$ cat src/rtl/pipe_stage_elastic.sv
// rtl/pipe_stage_elastic.sv - elastic pipeline register with optional skid entry, flush/hold and perf counters
module pipe_stage_elastic #(
  parameter int DATA_W  = 32,
  parameter int CTRL_W  = 16,
  parameter int SKID_EN = 1,
  parameter int CNT_W   = 16
) (
  input  logic              clk,
  input  logic              rst_n,
  input  logic              in_valid,
  output logic              in_ready,
  input  logic [DATA_W-1:0] in_data,
  input  logic [CTRL_W-1:0] in_ctrl,
  output logic              out_valid,
  input  logic              out_ready,
  output logic [DATA_W-1:0] out_data,
  output logic [CTRL_W-1:0] out_ctrl,
  input  logic              flush,
  input  logic              hold,
  input  logic              clr_cnt,
  output logic [CNT_W-1:0]  stall_cnt,
  output logic [CNT_W-1:0]  bubble_cnt,
  output logic [CNT_W-1:0]  flush_cnt
);

  localparam bit SKID = (SKID_EN != 0);

  logic              main_valid, main_valid_n;
  logic              skid_valid, skid_valid_n;
  logic              rdy_q, rdy_n;
  logic [DATA_W-1:0] main_data, main_data_n, skid_data, skid_data_n;
  logic [CTRL_W-1:0] main_ctrl, main_ctrl_n, skid_ctrl, skid_ctrl_n;
  logic              acc, lv, main_free;
  logic              inc_stall, inc_bubble, inc_flush;

  // rdy_q is low through reset and, with the skid enabled, mirrors an empty skid slot
  assign out_valid = main_valid && !hold;
  assign out_data  = main_data;
  assign out_ctrl  = out_valid ? main_ctrl : '0;
  assign in_ready  = rdy_q && !hold && (SKID || !out_valid || out_ready);

  assign acc       = in_valid && in_ready && !flush;
  assign lv        = out_valid && out_ready;
  assign main_free = !main_valid || lv;

  always_comb begin
    main_valid_n = main_valid;
    main_data_n  = main_data;
    main_ctrl_n  = main_ctrl;
    skid_valid_n = skid_valid;
    skid_data_n  = skid_data;
    skid_ctrl_n  = skid_ctrl;
    if (flush) begin
      main_valid_n = 1'b0;
      main_ctrl_n  = '0;
      skid_valid_n = 1'b0;
      skid_ctrl_n  = '0;
    end else if (main_free) begin
      // a waiting skid entry always beats new input; in_ready is low while it exists
      if (skid_valid) begin
        main_valid_n = 1'b1;
        main_data_n  = skid_data;
        main_ctrl_n  = skid_ctrl;
        skid_valid_n = 1'b0;
      end else if (acc) begin
        main_valid_n = 1'b1;
        main_data_n  = in_data;
        main_ctrl_n  = in_ctrl;
      end else begin
        main_valid_n = 1'b0;
      end
    end else if (acc && SKID) begin
      skid_valid_n = 1'b1;
      skid_data_n  = in_data;
      skid_ctrl_n  = in_ctrl;
    end
    rdy_n = SKID ? !skid_valid_n : 1'b1;
  end

  always_ff @(posedge clk) begin
    if (!rst_n) begin
      main_valid <= 1'b0;
      main_data  <= '0;
      main_ctrl  <= '0;
      skid_valid <= 1'b0;
      skid_data  <= '0;
      skid_ctrl  <= '0;
      rdy_q      <= 1'b0;
    end else begin
      main_valid <= main_valid_n;
      main_data  <= main_data_n;
      main_ctrl  <= main_ctrl_n;
      skid_valid <= skid_valid_n;
      skid_data  <= skid_data_n;
      skid_ctrl  <= skid_ctrl_n;
      rdy_q      <= rdy_n;
    end
  end

  assign inc_stall  = out_valid && !out_ready && (stall_cnt != '1);
  assign inc_bubble = !out_valid && (bubble_cnt != '1);
  assign inc_flush  = flush && (flush_cnt != '1);

  always_ff @(posedge clk) begin
    if (!rst_n || clr_cnt) begin
      stall_cnt  <= '0;
      bubble_cnt <= '0;
      flush_cnt  <= '0;
    end else begin
      if (inc_stall)  stall_cnt  <= stall_cnt + CNT_W'(1);
      if (inc_bubble) bubble_cnt <= bubble_cnt + CNT_W'(1);
      if (inc_flush)  flush_cnt  <= flush_cnt + CNT_W'(1);
    end
  end

endmodule

$ cat config.mk
export PLATFORM = sky130hd
export DESIGN_NAME = pipe_stage_elastic
export DESIGN_NICKNAME = d
export VERILOG_FILES = /design/src/rtl/pipe_stage_elastic.sv
export SDC_FILE = /design/constraint.sdc
export NUM_CORES = 1
export LEC_CHECK = 0
export CAP_MARGIN = 20
export CORE_MARGIN = 5
export CORE_UTILIZATION = 54
export CTS_CLUSTER_SIZE = 10
export DETAILED_ROUTE_END_ITERATION = 8
export HOLD_SLACK_MARGIN = 0.08
export MAX_ROUTING_LAYER = met4
export PLACE_DENSITY = 0.95
export SLEW_MARGIN = 10
export SYNTH_ARGS = -nofsm -noshare
export SYNTH_HDL_FRONTEND = slang
export SYNTH_SLANG_ARGS = --single-unit
$ cat constraint.sdc
create_clock -name clk -period 4.6 [get_ports clk]
set_clock_uncertainty 0.15 [all_clocks]
set_input_delay 0.69 -clock clk [delete_from_list [all_inputs] [get_ports clk]]
set_output_delay 0.69 -clock clk [all_outputs]
set_load 0.01 [all_outputs]
== Word-level counts from Yosys, hierarchy flattened ==
Index checks and enable logic that the tools add are counted.

* Bits in registers: 147
* Latch bits: 0
* Memory bits (writable): 0
* Memory bits (read-only): 0
* Input bits: 55
* Output and inout port bits: 98
* Word-level logic and storage cells: 53
* Memories: 0

* Add/subtract/negate cells: 3
* Multiply operators: 0
* Div/mod/pow operators: 0
* Magnitude comparators: 0
* Equality and inequality tests: 3
* Shift operators: 0
* Multiplexer cells: 10
* Bitwise operators: 3
* Reductions and logical operators: 24

{| class="wikitable"
|+ Operators with widths
! operator !! number
|-
| $mux 32 || 2
|-
| $add 16x1->16 const B || 3
|-
| $mux 16 || 3
|-
| $ne 16x16->1 const B || 3
|-
| $logic_and 1x1->1 || 9
|-
| $logic_not 1->1 || 7
|-
| $reduce_and 3->1 || 2
|-
| $mux 1 || 5
|-
| $reduce_and 2->1 || 2
|-
| $not 1->1 || 3
|-
| $logic_or 1x1->1 || 2
|-
| $reduce_bool 2->1 || 1
|-
| $reduce_or 2->1 || 1
|}

== Depth between registers and ports, before layout ==
Gate-level depths: netlist (run 1).

* Depth after elaboration: 8
* Depth in mapped cells: 6
* Depth with buffers taken out: 5

== Least setup slack after synthesis (run 1) ==
OpenSTA, ideal clock, no wires.

* Kind: input to output
* From: in hold
* To: out out_ctrl[10]
* Arrival: 1503 ps
* Path slack: 2257 ps
* Cell stages on the path: 4
* Buffers on the path: 1
* Cell sequence: nand2b_1 > inv_1 > clkbuf_1 > and2_1

* Word-level cells in the longest chain between the ends: 3

{| class="wikitable"
|+ Ends and longest elaborated chain
! what !! RTL line !! text
|-
| start: declaration || 19 || <nowiki>input logic hold,</nowiki>
|-
| $logic_not 1->1 || 37 || <nowiki>assign out_valid = main_valid && !hold;</nowiki>
|-
| $logic_and 1x1->1 || 37 ||
|-
| via out_valid || 14 || <nowiki>output logic out_valid,</nowiki>
|-
| $mux 16 || 39 || <nowiki>assign out_ctrl = out_valid ? main_ctrl : '0;</nowiki>
|-
| end: declaration || 17 || <nowiki>output logic [CTRL_W-1:0] out_ctrl,</nowiki>
|}

The timed path passes the listed nets, and every way through them passes these cells.

== Final worst setup path (run 1) ==
* From: in hold
* To: out out_ctrl[5]

* Word-level cells in the longest chain between the ends: 3

{| class="wikitable"
|+ Ends and longest elaborated chain
! what !! RTL line
|-
| $logic_not 1->1 || 37
|-
| $logic_and 1x1->1 || 37
|-
| $mux 16 || 39
|}

No other way between the ends.

==> run summary, run 1 <==
Placed wire-length estimate -> 11.5 mm
Die X -> 121 um
Max-slew violation total from the final report -> 0
Post-route ant nets -> 0
H-tree depth -> 4
Rows -> 40
Max-cap viol count -> 0
Drt via density -> 5.97
Req. time, crit path -> 3.76 ns
Synthesized area -> 0.00662 mm2
Die height -> 121 um
Cells after DPL -> 1013
Post-synth net total -> 811
Worst Hold Slack -> 0.303 ns
Most common cell after layout, fill and taps aside -> clkdlybuf4s50_1
Syn-to-layout area delta -> 33.5%
Router iterations before antenna repair -> 8
Post-route cell area -> 0.00883 mm2
Setup TNS -> 0 ns
Worst Setup End Kind -> output port
Starting Density -> 55.1%
Crit start category -> input port
CTS max path bufs -> 2
Final-report hold violation count -> 0
Clock sinks -> 147
Critical path's largest stage delay -> 0.54 ns
Setup CP Type -> in -> out
Rel. slew slack -> 33.5%
Post-synth ARST share -> 0%
Share of cells above drive strength 1 -> 6.90%
Post-synth EDFFs -> 0
CTS buffer count -> 17
Core ar. -> 0.0120 mm2
Final nets -> 944
Flops & latches, synth -> 147
DR iter-0 viols -> 721
Non-filler instance count after layout -> 1046
Critical Path, Cell by Cell -> clkdlybuf4s50_1, nand2b_1, inv_1, and2_1, clkdlybuf4s50_1
Number of remaining DRC errors -> 0
Vias in the first global route -> 5655
First-pass GRT wire length -> 27.5 mm
Root Buffer -> clkbuf_16
CTS tree -> done
Register area share after synthesis -> 44.5%
Via Count -> 6244
Mapped Cells -> 753
VDD IR max -> 0.281 mV
Hold Path Class -> reg -> reg
Final wirelength -> 17.4 mm
Worst-Margin Slew -> 0.985 ns
Main synth FF type -> dfxtp_1
Io pins -> 153
Minimum clock period -> 3.61 ns
Dpl cell area -> 0.00821 mm2
Reg clk slew, reported paths -> 0.06 ns
Most frequent cells in the layout -> clkdlybuf4s50_1 (151), nand2_1 (148), dfxtp_1 (146)
Total track usage -> 23.8%
Initial antenna violation count -> 0
Syn Area/Cell -> 8.79 um2
Max Freq -> 277 MHz
Synth unique cells -> 54
Top cell by count, worst path -> clkdlybuf4s50_1
Largest net degree at the start of global routing -> 69
Clock latency at the later pin of the worst-skew pair -> 0.41 ns
Pwr/cell area -> 317 mW/mm2
CP max-delay cell -> clkdlybuf4s50_1
Leak Pwr -> 0.00323 uW
CP arrival -> 2.77 ns
DR WL/cell -> 16.6 um
Post-CTS Setup Inserts -> 0
GPL Wtd Cong -> 0.932
Diodes inserted -> 0
Cts hold-fix bufs -> 0
Critical Path Fanout Max -> 25
Status -> finished, final reports clean
RSZ-0062 raised after global routing -> no
Yosys warns -> 0
DIE AREA -> 0.0146 mm2
I/O Buffers -> 152
Congestion Overflow GR -> 0
Setup Viol. Count Final -> 0
Resized cells post-CTS -> 0
Final worst path period share -> 78.4%
-- flip-flops by register name, indices dropped and copies added (netlist names) --
register / flops
bubble_cnt: 16
flush_cnt: 16
main_ctrl: 16
main_valid: 1
out_data: 32
rdy_q: 1
skid_ctrl: 16
skid_data: 32
skid_valid: 1
stall_cnt: 16
-- layout make-up --
cell class                      instances  area [um2]
Multi-Input combinational cell        550        3480
Fill cell                             871        3180
Sequential cell                       147        2940
Timing Repair Buffer                  162        1610
Clock buffer                           20         457
Tap cell                              147         184
Clock inverter                         12         131
Inverter                                8        30.0
-- cells by family (layout without fill, tap and decap cells) --
kind of cell	after synthesis	count (layout)	synth area share, %
and+or+nand+nor	310	310	23.7
muxes	50	50	7.56
adders and majority gates	3	3	0.567
DFF	147	147	44.5
buffers and inverters	56	202	3.31
AOI/OAI and AO/OA	186	186	20.3
xor gates and xnor gates	1	1	0.132
-- power breakdown --
group	switching, uW	total (uW)	internal, uW	leakage, uW
Sequential	8.30	1290	1280	0.00119
Clock	532	1360	827	0.000278
Combinational	66.1	146	80.2	0.00176
Total	606	2800	2190	0.00323
-- routing by layer --
layer | share of wire (%) | GRT usage [%] | up-vias
met1 | 42 | 29.0 | 2993
met3 | 7.8 | 7.34 | 20
met2 | 49 | 38.4 | 227
met5 | 0 | - | -
met4 | 1.2 | 6.94 | 0
li1 | - | - | 3004
-- synthesized netlist by cell type (4+ instances only) --
| cell | instances | area (um2) |
|---|---|---|
| and4_1 | 7 | 61.3 |
| a21boi_0 | 32 | 240 |
| nor4_1 | 6 | 37.5 |
| buf_1 | 4 | 15.0 |
| o211ai_1 | 4 | 30.0 |
| nand2b_1 | 7 | 43.8 |
| mux2i_1 | 50 | 500 |
| a21oi_1 | 49 | 245 |
| o41ai_1 | 4 | 35.0 |
| o211a_1 | 36 | 360 |
| o31ai_1 | 9 | 67.6 |
| or4_1 | 8 | 60.1 |
| nand2_1 | 148 | 556 |
| dfxtp_1 | 147 | 2940 |
| and2_1 | 17 | 106 |
| clkbuf_1 | 37 | 139 |
| o21ai_0 | 17 | 85.1 |
| nor2_1 | 28 | 105 |
| inv_1 | 8 | 30.0 |
| buf_2 | 7 | 35.0 |
| o311ai_0 | 5 | 43.8 |
| or3_1 | 15 | 93.8 |
| nor3_1 | 12 | 60.1 |
| and3_1 | 4 | 25.0 |
| nand4_1 | 14 | 87.6 |
| a211oi_1 | 18 | 135 |
| nand3_1 | 21 | 105 |
-- critical path: cells and delay by family --
family | cells | cell delay (ns)
AND/OR/NAND/NOR | 2 | 0.51
buffers and inverters | 3 | 1.56
-- per-stage QoR --
step | util, % | power [uW] | setup slack, ns
floorplan | - | 1380 | 2.26
global placement | 68.4 | 1460 | 1.10
detailed placement | 68.4 | 1460 | 1.03
CTS | 73.3 | 2810 | 1.01
global route | 73.6 | 2890 | 0.867
finish | 73.6 | 2800 | 0.992
-- worst paths after layout --
check	from	to	slack, ns	cells after the start
setup / recovery	hold	out_ctrl[5]	0.99	5
hold / removal	skid_ctrl[15]$_SDFFE_PP0P_	skid_ctrl[15]$_SDFFE_PP0P_	0.30	2
setup reg to reg	bubble_cnt[1]$_SDFFE_PP0P_	bubble_cnt[6]$_SDFFE_PP0P_	1.99	5
hold reg to reg	skid_ctrl[15]$_SDFFE_PP0P_	skid_ctrl[15]$_SDFFE_PP0P_	0.30	2
(Power assumes the default switching activity.)
==> inputs of run 2 (changes only) <==
--- a/config.mk
+++ b/config.mk
@@ -7,12 +7,12 @@
 export LEC_CHECK = 0
 export CAP_MARGIN = 20
 export CORE_MARGIN = 5
-export CORE_UTILIZATION = 54
+export CORE_UTILIZATION = 45
 export CTS_CLUSTER_SIZE = 10
 export DETAILED_ROUTE_END_ITERATION = 8
 export HOLD_SLACK_MARGIN = 0.08
 export MAX_ROUTING_LAYER = met4
-export PLACE_DENSITY = 0.95
+export PLACE_DENSITY = 0.87
 export SLEW_MARGIN = 10
 export SYNTH_ARGS = -nofsm -noshare
 export SYNTH_HDL_FRONTEND = slang
==> constraint.sdc (replaced) <==
create_clock -name clk -period 2.99 [get_ports clk]
set_clock_uncertainty 0.15 [all_clocks]
set_input_delay 0.4485 -clock clk [delete_from_list [all_inputs] [get_ports clk]]
set_output_delay 0.4485 -clock clk [all_outputs]
set_load 0.01 [all_outputs]
==> run summary, run 2 (same netlist as run 1, synthesis figures left out) <==
Rows -> 44
DIE AREA -> 0.0172 mm2
H-tree depth -> 4
Router iterations before antenna repair -> 5
Final-report hold violation count -> 0
CTS buffer count -> 17
Initial antenna violation count -> 1
Drt via density -> 5.63
Cts hold-fix bufs -> 0
Worst R2R Setup Slack -> 0.40 ns
Setup TNS -> 0 ns
Clock latency at the later pin of the worst-skew pair -> 0.41 ns
Beginning of the worst register-to-register path -> bubble_cnt[0]$_SDFFE_PP0P_
Congestion Overflow GR -> 0
Setup Viol. Count Final -> 0
Req. time, crit path -> 2.39 ns
Critical Path Start -> hold
Pwr/cell area -> 495 mW/mm2
Largest net degree at the start of global routing -> 66
Leak Pwr -> 0.00327 uW
Post-route ant nets -> 0
Share of cells above drive strength 1 -> 7.71%
Final worst path period share -> 90.1%
Reg2reg end -> bubble_cnt[6]$_SDFFE_PP0P_
Hold Path Class -> reg -> reg
Final wirelength -> 17.3 mm
Clock sinks -> 147
Minimum clock period -> 2.70 ns
Worst-Margin Slew -> 1.00 ns
Rel. slew slack -> 32.3%
Top cell by count, worst path -> clkdlybuf4s50_1
# fillers -> 1196
Status -> finished, final reports clean
Critical path's largest stage delay -> 0.56 ns
Setup CP Type -> in -> out
Syn-to-layout area delta -> 36.2%
CTS tree -> done
Via Count -> 6151
DR iter-0 viols -> 423
Worst path bufs/invs -> 4
DR WL/cell -> 15.9 um
First-pass GRT wire length -> 29.4 mm
RSZ-0062 raised after global routing -> no
Io pins -> 153
Number of remaining DRC errors -> 0
CTS max path bufs -> 2
R2R cell count -> 5
I/O Buffers -> 152
Worst Hold Slack -> 0.305 ns
Worst Setup EP -> out_ctrl[3]
Placed wire-length estimate -> 11.6 mm
Post-CTS Setup Inserts -> 0
Vias in the first global route -> 6011
Total track usage -> 20.5%
Final core occ -> 62.2%
Critical Path, Cell by Cell -> clkdlybuf4s50_1, nand2b_1, inv_1, buf_4, and2_1, clkdlybuf4s50_1
Die height -> 131 um
Crit start category -> input port
Die X -> 131 um
Final nets -> 953
Starting Density -> 45.7%
Critical Path Fanout Max -> 25
Critical path depth -> 6
Max Freq -> 371 MHz
CP arrival -> 2.10 ns
Top delay family on crit path -> buffers and inverters
Most frequent cells in the layout -> clkdlybuf4s50_1 (151), nand2_1 (148), dfxtp_1 (146)
Max-slew violation total from the final report -> 0
GPL Wtd Cong -> 0.837
Resized cells post-CTS -> 0
CP max-delay cell -> clkdlybuf4s50_1
Most common cell after layout, fill and taps aside -> clkdlybuf4s50_1
VDD IR max -> 0.451 mV
Worst Setup End Kind -> output port
Max-cap viol count -> 0
Tot Pwr -> 4460 uW
Reg clk slew, reported paths -> 0.06 ns
Core ar. -> 0.0145 mm2
Root Buffer -> clkbuf_16
[run 2: tightest hold or removal path, cell delays in order, from the launching register on]
cell and delay (ns):
dfxtp_1 0.31, nand2_1 0.05, a21oi_1 0.05
[run 2: worst min-delay path by stage]
stage	end	depth (start not counted)	startpoint
2_1_floorplan	skid_ctrl[0]$_SDFFE_PP0P_	2	skid_ctrl[0]$_SDFFE_PP0P_
3_3_place_gp	skid_ctrl[3]$_SDFFE_PP0P_	2	skid_ctrl[3]$_SDFFE_PP0P_
3_5_place_dp	skid_ctrl[11]$_SDFFE_PP0P_	2	skid_ctrl[11]$_SDFFE_PP0P_
4_1_cts	skid_ctrl[11]$_SDFFE_PP0P_	2	skid_ctrl[11]$_SDFFE_PP0P_
5_1_grt	skid_ctrl[10]$_SDFFE_PP0P_	2	skid_ctrl[10]$_SDFFE_PP0P_
6_report	skid_ctrl[6]$_SDFFE_PP0P_	2	skid_ctrl[6]$_SDFFE_PP0P_
[run 2: final cells by class]
| class | count | area (um2) | share of cell area, % |
|---|---|---|---|
| Inverter | 8 | 30.0 | 0.333 |
| Tap cell | 184 | 230 | 2.56 |
| Clock buffer | 20 | 447 | 4.96 |
| Multi-Input combinational cell | 550 | 3470 | 38.5 |
| Timing Repair Buffer | 171 | 1710 | 19.0 |
| Sequential cell | 147 | 2940 | 32.7 |
| Antenna cell | 1 | 2.50 | 0.0278 |
| Clock inverter | 12 | 179 | 1.99 |
[run 2: through the flow]
step / instances / worst slack [ns] / area, um2
CTS: 1092 / 0.306 / 9010
floorplan: 753 / 0.900 / 6620
global placement: 1060 / 0.330 / 8380
detailed placement: 1060 / 0.285 / 8380
finish: 1093 / 0.295 / 9010
global route: 1093 / 0.177 / 9010
[run 2: per-layer routing]
| layer | routed length [um] | part of all wire [%] | vias up | track usage [%] |
|---|---|---|---|---|
| li1 | - | - | 3035 | - |
| met1 | 7580 | 44 | 2885 | 25.5 |
| met2 | 8010 | 46 | 209 | 31.2 |
| met4 | 309 | 1.8 | 0 | 7.43 |
| met5 | 0 | 0 | - | - |
| met3 | 1440 | 8.3 | 22 | 6.92 |
[run 2: report_power, final]
| group | switching (uW) | internal (uW) | leakage [uW] | total, uW |
|---|---|---|---|---|
| Clock | 827 | 1420 | 0.000285 | 2250 |
| Sequential | 12.6 | 1970 | 0.00119 | 1990 |
| Combinational | 98.7 | 124 | 0.00180 | 223 |
| Total | 939 | 3520 | 0.00327 | 4460 |
==> inputs of run 3 (changes only) <==
--- a/config.mk
+++ b/config.mk
@@ -7,12 +7,12 @@
 export LEC_CHECK = 0
 export CAP_MARGIN = 20
 export CORE_MARGIN = 5
-export CORE_UTILIZATION = 45
+export CORE_UTILIZATION = 50
 export CTS_CLUSTER_SIZE = 10
 export DETAILED_ROUTE_END_ITERATION = 8
 export HOLD_SLACK_MARGIN = 0.08
 export MAX_ROUTING_LAYER = met4
-export PLACE_DENSITY = 0.87
+export PLACE_DENSITY = 0.91
 export SLEW_MARGIN = 10
 export SYNTH_ARGS = -nofsm -noshare
 export SYNTH_HDL_FRONTEND = slang
==> constraint.sdc (replaced) <==
create_clock -name clk -period 2.9 [get_ports clk]
set_clock_uncertainty 0.15 [all_clocks]
set_input_delay 0.435 -clock clk [delete_from_list [all_inputs] [get_ports clk]]
set_output_delay 0.435 -clock clk [all_outputs]
set_load 0.01 [all_outputs]
==> run summary, run 3 (same netlist as run 1, synthesis figures left out) <==
Max Freq -> 369 MHz
# fillers -> 995
CP max-delay cell -> clkdlybuf4s50_1
Diodes inserted -> 0
Power share of the combinational group -> 5.0%
Hold Path Class -> reg -> reg
DIE AREA -> 0.0156 mm2
Post-route ant nets -> 0
Reg area -> 0.00294 mm2
Sw frac -> 20.4%
Congestion Overflow GR -> 0
Post-CTS Setup Inserts -> 0
Max-cap viol count -> 0
Cts hold-fix bufs -> 0
Final wirelength -> 17.0 mm
Router iterations before antenna repair -> 5
Worst path bufs/invs -> 3
Share of cells above drive strength 1 -> 7.70%
Top delay family on crit path -> buffers and inverters
Most common cell after layout, fill and taps aside -> clkdlybuf4s50_1
Placed wire-length estimate -> 11.5 mm
VDD IR max -> 0.432 mV
RSZ-0062 raised after global routing -> no
H-tree depth -> 4
Most frequent cells in the layout -> clkdlybuf4s50_1 (151), nand2_1 (148), dfxtp_1 (146)
Critical Path, Cell by Cell -> clkdlybuf4s50_1, nand2b_1, inv_1, and2_1, clkdlybuf4s50_1
DR iter-0 viols -> 580
Root Buffer -> clkbuf_16
Reg clk slew, reported paths -> 0.05 ns
CP arrival -> 2.13 ns
Total track usage -> 22.0%
Syn-to-layout area delta -> 35.8%
Clock latency at the later pin of the worst-skew pair -> 0.42 ns
Sequential cell fraction of total power -> 45.1%
Final worst path period share -> 93.5%
Worst-Margin Slew -> 0.679 ns
Worst Setup End Kind -> output port
Non-filler instance count after layout -> 1085
Via Count -> 6137
Critical Path Fanout Max -> 18
Pint -> 3620 uW
Setup CP Type -> in -> out
Switching pwr -> 929 uW
Crit start category -> input port
Max-slew violation total from the final report -> 0
Die X -> 125 um
Number of remaining DRC errors -> 0
CTS buffer count -> 17
Drt via density -> 5.66
Vias in the first global route -> 5826
Req. time, crit path -> 2.32 ns
I/O Buffers -> 152
Multi-input gate area -> 0.00347 mm2
Leak Pwr -> 0.00329 uW
Core ar. -> 0.0131 mm2
Setup Viol. Count Final -> 0
Final nets -> 954
Clock sinks -> 147
DR WL/cell -> 15.7 um
CTS max path bufs -> 2
Minimum clock period -> 2.71 ns
Critical path's largest stage delay -> 0.53 ns
CTS tree -> done
Resized cells post-CTS -> 0
Die height -> 125 um
Pwr/cell area -> 506 mW/mm2
Final-report hold violation count -> 0
Rows -> 42
Io pins -> 153
First-pass GRT wire length -> 28.1 mm
Top cell by count, worst path -> clkdlybuf4s50_1
Status -> finished, final reports clean
Cells after DPL -> 1053
Initial antenna violation count -> 0
Clk pwr share -> 49.9%
Largest net degree at the start of global routing -> 67
Rel. slew slack -> 54.3%
GPL Wtd Cong -> 0.876
Setup TNS -> 0 ns
Starting Density -> 50.6%
[run 3: changes by cell type in the layout (fill, tap and decap cells not counted)]
| cell | previous run | this run |
|---|---|---|
| clkinvlp_4 | 6 | 0 |
| clkinv_2 | 1 | 6 |
| buf_4 | 15 | 16 |
| clkbuf_1 | 2 | 3 |
| clkinv_4 | 0 | 1 |
| diode_2 | 1 | 0 |
| inv_6 | 1 | 0 |
[run 3: final cells by class]
class / instances / share of cell area, %
Timing Repair Buffer: 172 / 19.1
Sequential cell: 147 / 32.8
Inverter: 8 / 0.334
Clock buffer: 21 / 5.01
Clock inverter: 11 / 1.77
Multi-Input combinational cell: 550 / 38.6
Tap cell: 176 / 2.45
[run 3: power groups by stage]
| stage | clock network (uW) | registers [uW] | logic [uW] |
|---|---|---|---|
| final | 2270 | 2050 | 227 |
| after global routing | 2390 | 2050 | 248 |
| after CTS | 2310 | 2050 | 228 |
| after detailed placement | 0 | 2090 | 227 |
| after global placement | 0 | 2090 | 225 |
| after floorplan | 0 | 2100 | 86.4 |
[run 3: worst paths after layout]
kind,start,end,slack (ns),depth (start not counted)
hold reg to reg,skid_ctrl[0]$_SDFFE_PP0P_,skid_ctrl[0]$_SDFFE_PP0P_,0.30,2
setup reg to reg,bubble_cnt[0]$_SDFFE_PP0P_,bubble_cnt[2]$_SDFFE_PP0P_,0.55,5
hold / removal,skid_ctrl[0]$_SDFFE_PP0P_,skid_ctrl[0]$_SDFFE_PP0P_,0.30,2
setup / recovery,hold,out_ctrl[2],0.19,5
[run 3: through the flow]
stage / setup slack (ns) / instance area [um2] / total power, uW / hold slack, ns / utilization (%)
5_1_grt: 0.0751 / 8990 / 4690 / 0.332 / 68.7
6_report: 0.190 / 8990 / 4550 / 0.303 / 68.7
2_1_floorplan: 0.810 / 6620 / 2180 / 0.286 / -
4_1_cts: 0.194 / 8990 / 4590 / 0.304 / 68.7
3_3_place_gp: 0.192 / 8380 / 2320 / 0.291 / 64.0
3_5_place_dp: 0.205 / 8380 / 2320 / 0.297 / 64.0
[run 3: worst min-delay path, cell delays in order, from the launching register on]
cell and delay [ns]:
dfxtp_1 0.30, nand2_1 0.05, a21oi_1 0.05
[run 3: routing by layer]
metal | up-vias | share of wire [%] | global-route usage (%) | wire length [um]
li1 | 3036 | - | - | -
met1 | 2891 | 44 | 26.4 | 7400
met2 | 184 | 48 | 35.1 | 8170
met3 | 26 | 6.5 | 7.08 | 1100
met4 | 0 | 2.0 | 7.53 | 340
met5 | - | 0 | - | 0
